File: src/rtl/usb_pkg.sv
// Shared types and constants for the USB transmit path.
package usb_pkg;

  typedef enum logic [2:0] {
    IDLE,
    SYNC,
    DATA,
    CRC,
    STALL,
    EOP_SE0,
    EOP_J
  } usb_tx_state_t;

  localparam logic [15:0] USB_CRC16_POLY = 16'h8005;
  localparam logic [15:0] USB_CRC16_INIT = 16'hFFFF;
  localparam logic [7:0]  USB_SYNC       = 8'h80;

  // One serial CRC16 step: shift left, fold in the polynomial when the feedback bit is set.
  function automatic logic [15:0] crc16_step(input logic [15:0] crc, input logic bit_in);
    return {crc[14:0], 1'b0} ^ ((crc[15] ^ bit_in) ? USB_CRC16_POLY : 16'h0000);
  endfunction

endpackage

File: src/rtl/usb_crc16_serial.sv
// Bit-serial CRC16 accumulator; clear loads the init value, bit_en folds in one bit.
module usb_crc16_serial
  import usb_pkg::*;
(
  input  logic        clk,
  input  logic        RST,
  input  logic        clear,
  input  logic        bit_en,
  input  logic        bit_in,
  output logic [15:0] crc
);

  logic [15:0] crc_q;

  always_ff @(posedge clk or posedge RST) begin
    if (RST) begin
      crc_q <= '0;
    end else if (clear) begin
      crc_q <= USB_CRC16_INIT;
    end else if (bit_en) begin
      crc_q <= crc16_step(crc_q, bit_in);
    end
  end

  assign crc = crc_q;

endmodule

File: src/rtl/usb_tx_sequencer.sv
// Packet transmit sequencer: SYNC, payload LSB-first, optional CRC16, EOP, one bit per clk.
// Tracks the downstream stuffer's run of ones so its inserted bit never collides with ours.
module usb_tx_sequencer
  import usb_pkg::*;
#(
  parameter logic [7:0]  SYNC_PATTERN = USB_SYNC,
  parameter int unsigned EOP_SE0_CLKS = 2,
  parameter int unsigned EOP_J_CLKS   = 1
) (
  input  logic       clk,
  input  logic       RST,
  input  logic       tx_valid,
  input  logic [7:0] tx_data,
  input  logic       tx_last,
  input  logic       tx_crc,
  output logic       tx_ready,
  output logic       stuff_bit,
  output logic       stuff_en,
  output logic       line_se0,
  output logic       tx_active,
  output logic       tx_done,
  output logic       tx_err
);

  usb_tx_state_t state_q, state_d;
  usb_tx_state_t ret_q, ret_d;
  logic [3:0]    bit_idx_q, bit_idx_d;
  logic [7:0]    byte_q, byte_d;
  logic          last_q, last_d;
  logic          crc_en_q, crc_en_d;
  logic          pid_q, pid_d;
  logic          abort_q, abort_d;
  logic [2:0]    ones_q, ones_d;
  logic [7:0]    eop_cnt_q, eop_cnt_d;

  logic          crc_clear;
  logic          crc_bit_en;
  logic          cur_bit;
  logic          bit_phase;
  logic [15:0]   crc_val;

  usb_crc16_serial u_crc (
    .clk    (clk),
    .RST    (RST),
    .clear  (crc_clear),
    .bit_en (crc_bit_en),
    .bit_in (cur_bit),
    .crc    (crc_val)
  );

  always_ff @(posedge clk or posedge RST) begin
    if (RST) begin
      state_q   <= IDLE;
      ret_q     <= IDLE;
      bit_idx_q <= '0;
      byte_q    <= '0;
      last_q    <= 1'b0;
      crc_en_q  <= 1'b0;
      pid_q     <= 1'b0;
      abort_q   <= 1'b0;
      ones_q    <= '0;
      eop_cnt_q <= '0;
    end else begin
      state_q   <= state_d;
      ret_q     <= ret_d;
      bit_idx_q <= bit_idx_d;
      byte_q    <= byte_d;
      last_q    <= last_d;
      crc_en_q  <= crc_en_d;
      pid_q     <= pid_d;
      abort_q   <= abort_d;
      ones_q    <= ones_d;
      eop_cnt_q <= eop_cnt_d;
    end
  end

  assign bit_phase = (state_q == SYNC) || (state_q == DATA) || (state_q == CRC);

  always_comb begin
    state_d    = state_q;
    ret_d      = ret_q;
    bit_idx_d  = bit_idx_q;
    byte_d     = byte_q;
    last_d     = last_q;
    crc_en_d   = crc_en_q;
    pid_d      = pid_q;
    abort_d    = abort_q;
    ones_d     = ones_q;
    eop_cnt_d  = eop_cnt_q;
    crc_clear  = 1'b0;
    crc_bit_en = 1'b0;
    cur_bit    = 1'b0;
    tx_ready   = 1'b0;
    stuff_bit  = 1'b0;
    stuff_en   = 1'b0;
    line_se0   = 1'b0;
    tx_active  = 1'b0;
    tx_done    = 1'b0;
    tx_err     = 1'b0;

    unique case (state_q)
      IDLE: begin
        tx_ready = tx_valid;
        if (tx_valid) begin
          byte_d    = tx_data;
          last_d    = tx_last;
          crc_en_d  = tx_crc;
          pid_d     = 1'b1;
          abort_d   = 1'b0;
          bit_idx_d = '0;
          ones_d    = '0;
          crc_clear = 1'b1;
          state_d   = SYNC;
        end
      end
      SYNC: begin
        cur_bit   = SYNC_PATTERN[bit_idx_q[2:0]];
        bit_idx_d = bit_idx_q + 4'd1;
        if (bit_idx_q == 4'd7) begin
          bit_idx_d = '0;
          state_d   = DATA;
        end
      end
      DATA: begin
        cur_bit    = byte_q[bit_idx_q[2:0]];
        crc_bit_en = !pid_q;
        bit_idx_d  = bit_idx_q + 4'd1;
        if (bit_idx_q == 4'd7) begin
          bit_idx_d = '0;
          if (last_q) begin
            state_d = crc_en_q ? CRC : EOP_SE0;
          end else begin
            tx_ready = 1'b1;
            if (tx_valid) begin
              byte_d = tx_data;
              last_d = tx_last;
              pid_d  = 1'b0;
            end else begin
              tx_err  = 1'b1;
              abort_d = 1'b1;
              state_d = EOP_SE0;
            end
          end
        end
      end
      CRC: begin
        // Complemented CRC goes out MSB first; ~idx maps 0..15 onto bits 15..0.
        cur_bit   = ~crc_val[~bit_idx_q];
        bit_idx_d = bit_idx_q + 4'd1;
        if (bit_idx_q == 4'd15) begin
          state_d = EOP_SE0;
        end
      end
      STALL: begin
        tx_active = 1'b1;
        ones_d    = '0;
        state_d   = ret_q;
      end
      EOP_SE0: begin
        tx_active = 1'b1;
        line_se0  = 1'b1;
        eop_cnt_d = eop_cnt_q + 8'd1;
        if (eop_cnt_q == 8'(EOP_SE0_CLKS - 1)) begin
          eop_cnt_d = '0;
          state_d   = EOP_J;
        end
      end
      EOP_J: begin
        tx_active = 1'b1;
        eop_cnt_d = eop_cnt_q + 8'd1;
        if (eop_cnt_q == 8'(EOP_J_CLKS - 1)) begin
          eop_cnt_d = '0;
          tx_done   = !abort_q;
          state_d   = IDLE;
        end
      end
      default: state_d = IDLE;
    endcase

    // A sixth consecutive one means the stuffer inserts a zero next cycle; park in STALL.
    if (bit_phase) begin
      stuff_en  = 1'b1;
      stuff_bit = cur_bit;
      tx_active = 1'b1;
      if (cur_bit) begin
        if (ones_q == 3'd5) begin
          ones_d  = '0;
          ret_d   = state_d;
          state_d = STALL;
        end else begin
          ones_d = ones_q + 3'd1;
        end
      end else begin
        ones_d = '0;
      end
    end

    if (RST) begin
      tx_ready = 1'b0;
      tx_err   = 1'b0;
    end
  end

endmodule

File: config.mk
export PLATFORM = sky130hd
export DESIGN_NAME = usb_tx_sequencer
export DESIGN_NICKNAME = d
export VERILOG_FILES = /design/src/rtl/usb_pkg.sv /design/src/rtl/usb_crc16_serial.sv /design/src/rtl/usb_tx_sequencer.sv
export SDC_FILE = /design/constraint.sdc
export NUM_CORES = 1
export LEC_CHECK = 0
export ABC_CLOCK_PERIOD_IN_PS = 2800
export CAP_MARGIN = 20
export CORE_MARGIN = 4
export CORE_UTILIZATION = 50
export DETAILED_ROUTE_END_ITERATION = 10
export PLACE_DENSITY = 0.77
export SYNTH_ARGS = -nofsm -noshare
export SYNTH_HDL_FRONTEND = slang
export SYNTH_SLANG_ARGS = --single-unit
File: constraint.sdc
create_clock -name clk -period 2.8 [get_ports clk]
set_clock_uncertainty 0.1 [all_clocks]
set_input_delay 0.7 -clock clk [delete_from_list [all_inputs] [get_ports clk]]
set_output_delay 0.7 -clock clk [all_outputs]
set_load 0.01 [all_outputs]
==> flow_summary.json <==
{
  "synth_warnings": 0,
  "yosysTopAreaCell": "dfrtp_1",
  "syn_area_sq_um": 2600,
  "place_ws_ns": -0.176,
  "hold_class": "reg -> reg",
  "setup_viol": 1,
  "hold_path_depth": 1,
  "core_sq_um": 4880,
  "synth_nets": 263,
  "dpl.hpwl_um": 3920,
  "finalInstanceArea_sq_um": 3180,
  "synth_edf_count": 0,
  "cap_violations": 0,
  "layout-drive-gt1-share_pct": 26.1,
  "synthFlopType": "dfrtp_1",
  "nFillCells": 383,
  "p_int_uw": 2060,
  "status": "finished, violations left",
  "synth_most_common_cell": "dfrtp_1",
  "drtIter0Drc": 141,
  "area_growth_pct": 22.4,
  "sw_frac_of_total_pct": 37.8,
  "ios": 20,
  "power_frac_clock_pct": 16.1,
  "grt_max_degree": 19,
  "multi_input_area_sq_um": 1350,
  "slew_headroom_pct": 68.5,
  "period_needed_ns": 2.83,
  "wl_per_cell_um": 15.5,
  "cp.required_ns": 2.00,
  "cts_buffer_depth": 2,
  "worst_r2r_path_depth": 8,
  "rsz0062_at_grt": "true",
  "hold_slack_ns": 0.385,
  "maxSlewViolCount": 0,
  "cts.sinks": 49,
  "placed_area_sq_um": 3010,
  "netlist_top_cells_count": "dfrtp_1 (49), nand2_1 (30), nor2_1 (15)",
  "ys_types": 51,
  "avgSynthCellArea_sq_um": 10.6,
  "first_pass_iters": 4,
  "combPwrFrac_pct": 48.0,
  "start_util_pct": 53.3,
  "tns_ns": -0.0281,
  "hold_violations": 0,
  "path_max_fanout": 5,
  "ff_latch_area_sq_um": 1230,
  "final_nets": 304,
  "fin_ws_ns": -0.0281,
  "wirelength_um": 5490,
  "violations": "negative setup slack",
  "synthArstFlopShare_pct": 100,
  "place_congestion": 0.863,
  "ys_ff_latch": 49,
  "synth_area_leaders": "dfrtp_1 (47%), mux2_2 (5.2%), nand2_1 (4.3%), mux2i_1 (2.7%), mux4_2 (2.6%)",
  "viasPerCell": 5.66,
  "p_leak_uw": 0.00136,
  "fmax_mhz": 354,
  "route.detailed.drc": 0,
  "vdd_ir_drop_max_mv": 0.575,
  "seq_area_frac_synth_pct": 47.1,
  "switchingPower_uw": 1260,
  "io_buffers": 19,
  "seq_power_share_pct": 35.8,
  "antenna_found_initial": 0,
  "cp-start-kind": "flip-flop",
  "worstSkewPairLatency_ns": 0.30,
  "synth_top_cell_area_share_pct": 47.1,
  "die_h_um": 80.1,
  "power_per_cell_area_nw_per_um2": 1040,
  "worst_pin_slew_ns": 0.470,
  "critPathKind": "reg -> out",
  "cts_tree": "yes",
  "postCtsHoldBufs": 0,
  "cts_made_buffers": 5,
  "h-tree-depth": 2,
  "fp.dieArea_sq_um": 6420,
  "crit_arrival_ns": 2.03,
  "rows": 25,
  "grt_pass1_vias": 1932,
  "diodes": 0,
  "root_buffer": "clkbuf_8",
  "min_period_over_period_pct": 101,
  "syn-instance-count": 245,
  "grt.total_usage_pct": 18.5,
  "path_clk_slew_ns": 0.10,
  "die_w_um": 80.1,
  "ant_nets": 0,
  "overflow": 0,
  "critPathCaptureType": "output pin",
  "num_vias": 2003,
  "grt_first_pass_wirelength_um": 9230
}
==> per-layer routing <==
layer	track usage, %	wire, um	vias up
met5	0	0	-
met4	4.56	51	0
met3	3.70	251	6
met2	29.6	2650	50
met1	26.0	2540	991
li1	-	-	956
==> power groups by stage <==
stage | clock [uW] | combinational [uW] | sequential (uW)
final | 536 | 1590 | 1190
after global routing | 579 | 1760 | 1230
after CTS | 538 | 1540 | 1200
after detailed placement | 0 | 1530 | 1190
after global placement | 0 | 1480 | 1190
after floorplan | 0 | 1110 | 1100
==> layout make-up <==
cell class / instances / area share, %
Clock buffer: 6 / 2.59
Tap cell: 67 / 2.63
Clock inverter: 2 / 1.18
Sequential cell: 49 / 38.7
Inverter: 8 / 0.943
Multi-Input combinational cell: 177 / 42.4
Timing Repair Buffer: 45 / 11.6
==> sequential cells by signal, summed over array words and instances (netlist names) <==
name / cells
bit_idx_q: 4
u_crc.crc: 16
pid_q: 1
ret_q: 3
eop_cnt_q: 8
byte_q: 8
ones_q: 3
last_q: 1
crc_en_q: 1
abort_q: 1
state_q: 3
==> through the flow <==
step / power (uW) / std cells / util [%]
6_report: 3320 / 354 / 65.3
5_1_grt: 3570 / 354 / 65.3
4_1_cts: 3280 / 353 / 64.7
3_5_place_dp: 2720 / 345 / 61.7
3_3_place_gp: 2670 / 345 / 61.7
2_1_floorplan: 2210 / 245 / -
==> worst max-delay path, cell delays in order, from the launching register on <==
cell and delay (ns):
dfrtp_2 0.45, mux4_2 0.52, mux2_4 0.31, a211oi_4 0.24, inv_1 0.07, buf_2 0.14
==> cell usage in the layout (no fill, tap or decap), types with 2 or more instances in the layout <==
cell type	n
nor3_1	3
or2_2	2
ha_1	4
nand3_1	9
o21ai_0	4
o22ai_1	2
mux2_2	12
buf_2	3
a32o_1	2
mux2_4	4
dfrtp_2	4
xor2_1	3
inv_1	7
a22o_1	3
nand4_1	2
and2_1	3
nor2_1	15
clkdlybuf4s50_1	15
a311oi_1	2
o31ai_1	2
buf_4	26
nor2b_1	7
o32ai_1	2
and3_1	2
mux2i_1	7
dfrtp_1	45
xnor2_1	7
o22a_1	7
nand2_1	30
nand3b_1	2
nor3b_1	2
mux4_2	3
a21oi_1	7
clkbuf_8	6
nand2b_1	3
==> logic make-up (layout without fill, tap and decap cells) <==
family / count (synthesis) / after routing / synth area share (%)
flip-flops: 49 / 49 / 47.1
XOR/XNOR: 10 / 10 / 3.37
AO/OA/AOI/OAI: 45 / 45 / 13.4
buffers and inverters: 19 / 61 / 3.17
AND/OR/NAND/NOR: 91 / 91 / 17.7
multiplexers: 26 / 26 / 12.8
adder cells (fa/ha/maj): 5 / 5 / 2.41
==> final timing paths <==
| check | start | slack (ns) | to |
|---|---|---|---|
| worst max-delay path | bit_idx_q[1] | -0.03 | stuff_bit |
| worst min-delay path | eop_cnt_q[7] | 0.39 | eop_cnt_q[7] |
| worst max register to register | bit_idx_q[1] | 0.18 | ret_q[0] |
| worst min register to register | eop_cnt_q[7] | 0.39 | eop_cnt_q[7] |
| max in group asynchronous | RST | 1.36 | bit_idx_q[1] |
| min in group asynchronous | RST | 0.66 | eop_cnt_q[1] |
==> repair_timing <==
item / in CTS / in global routing
resized for setup: 21 / 6
buffers inserted: 0 / 1
cloned: 0 / 0
pin swaps: 2 / 2
hold endpoints to repair: 0 / 0
setup endpoints to repair: 4 / 5
Power figures use the tool's default switching activity.
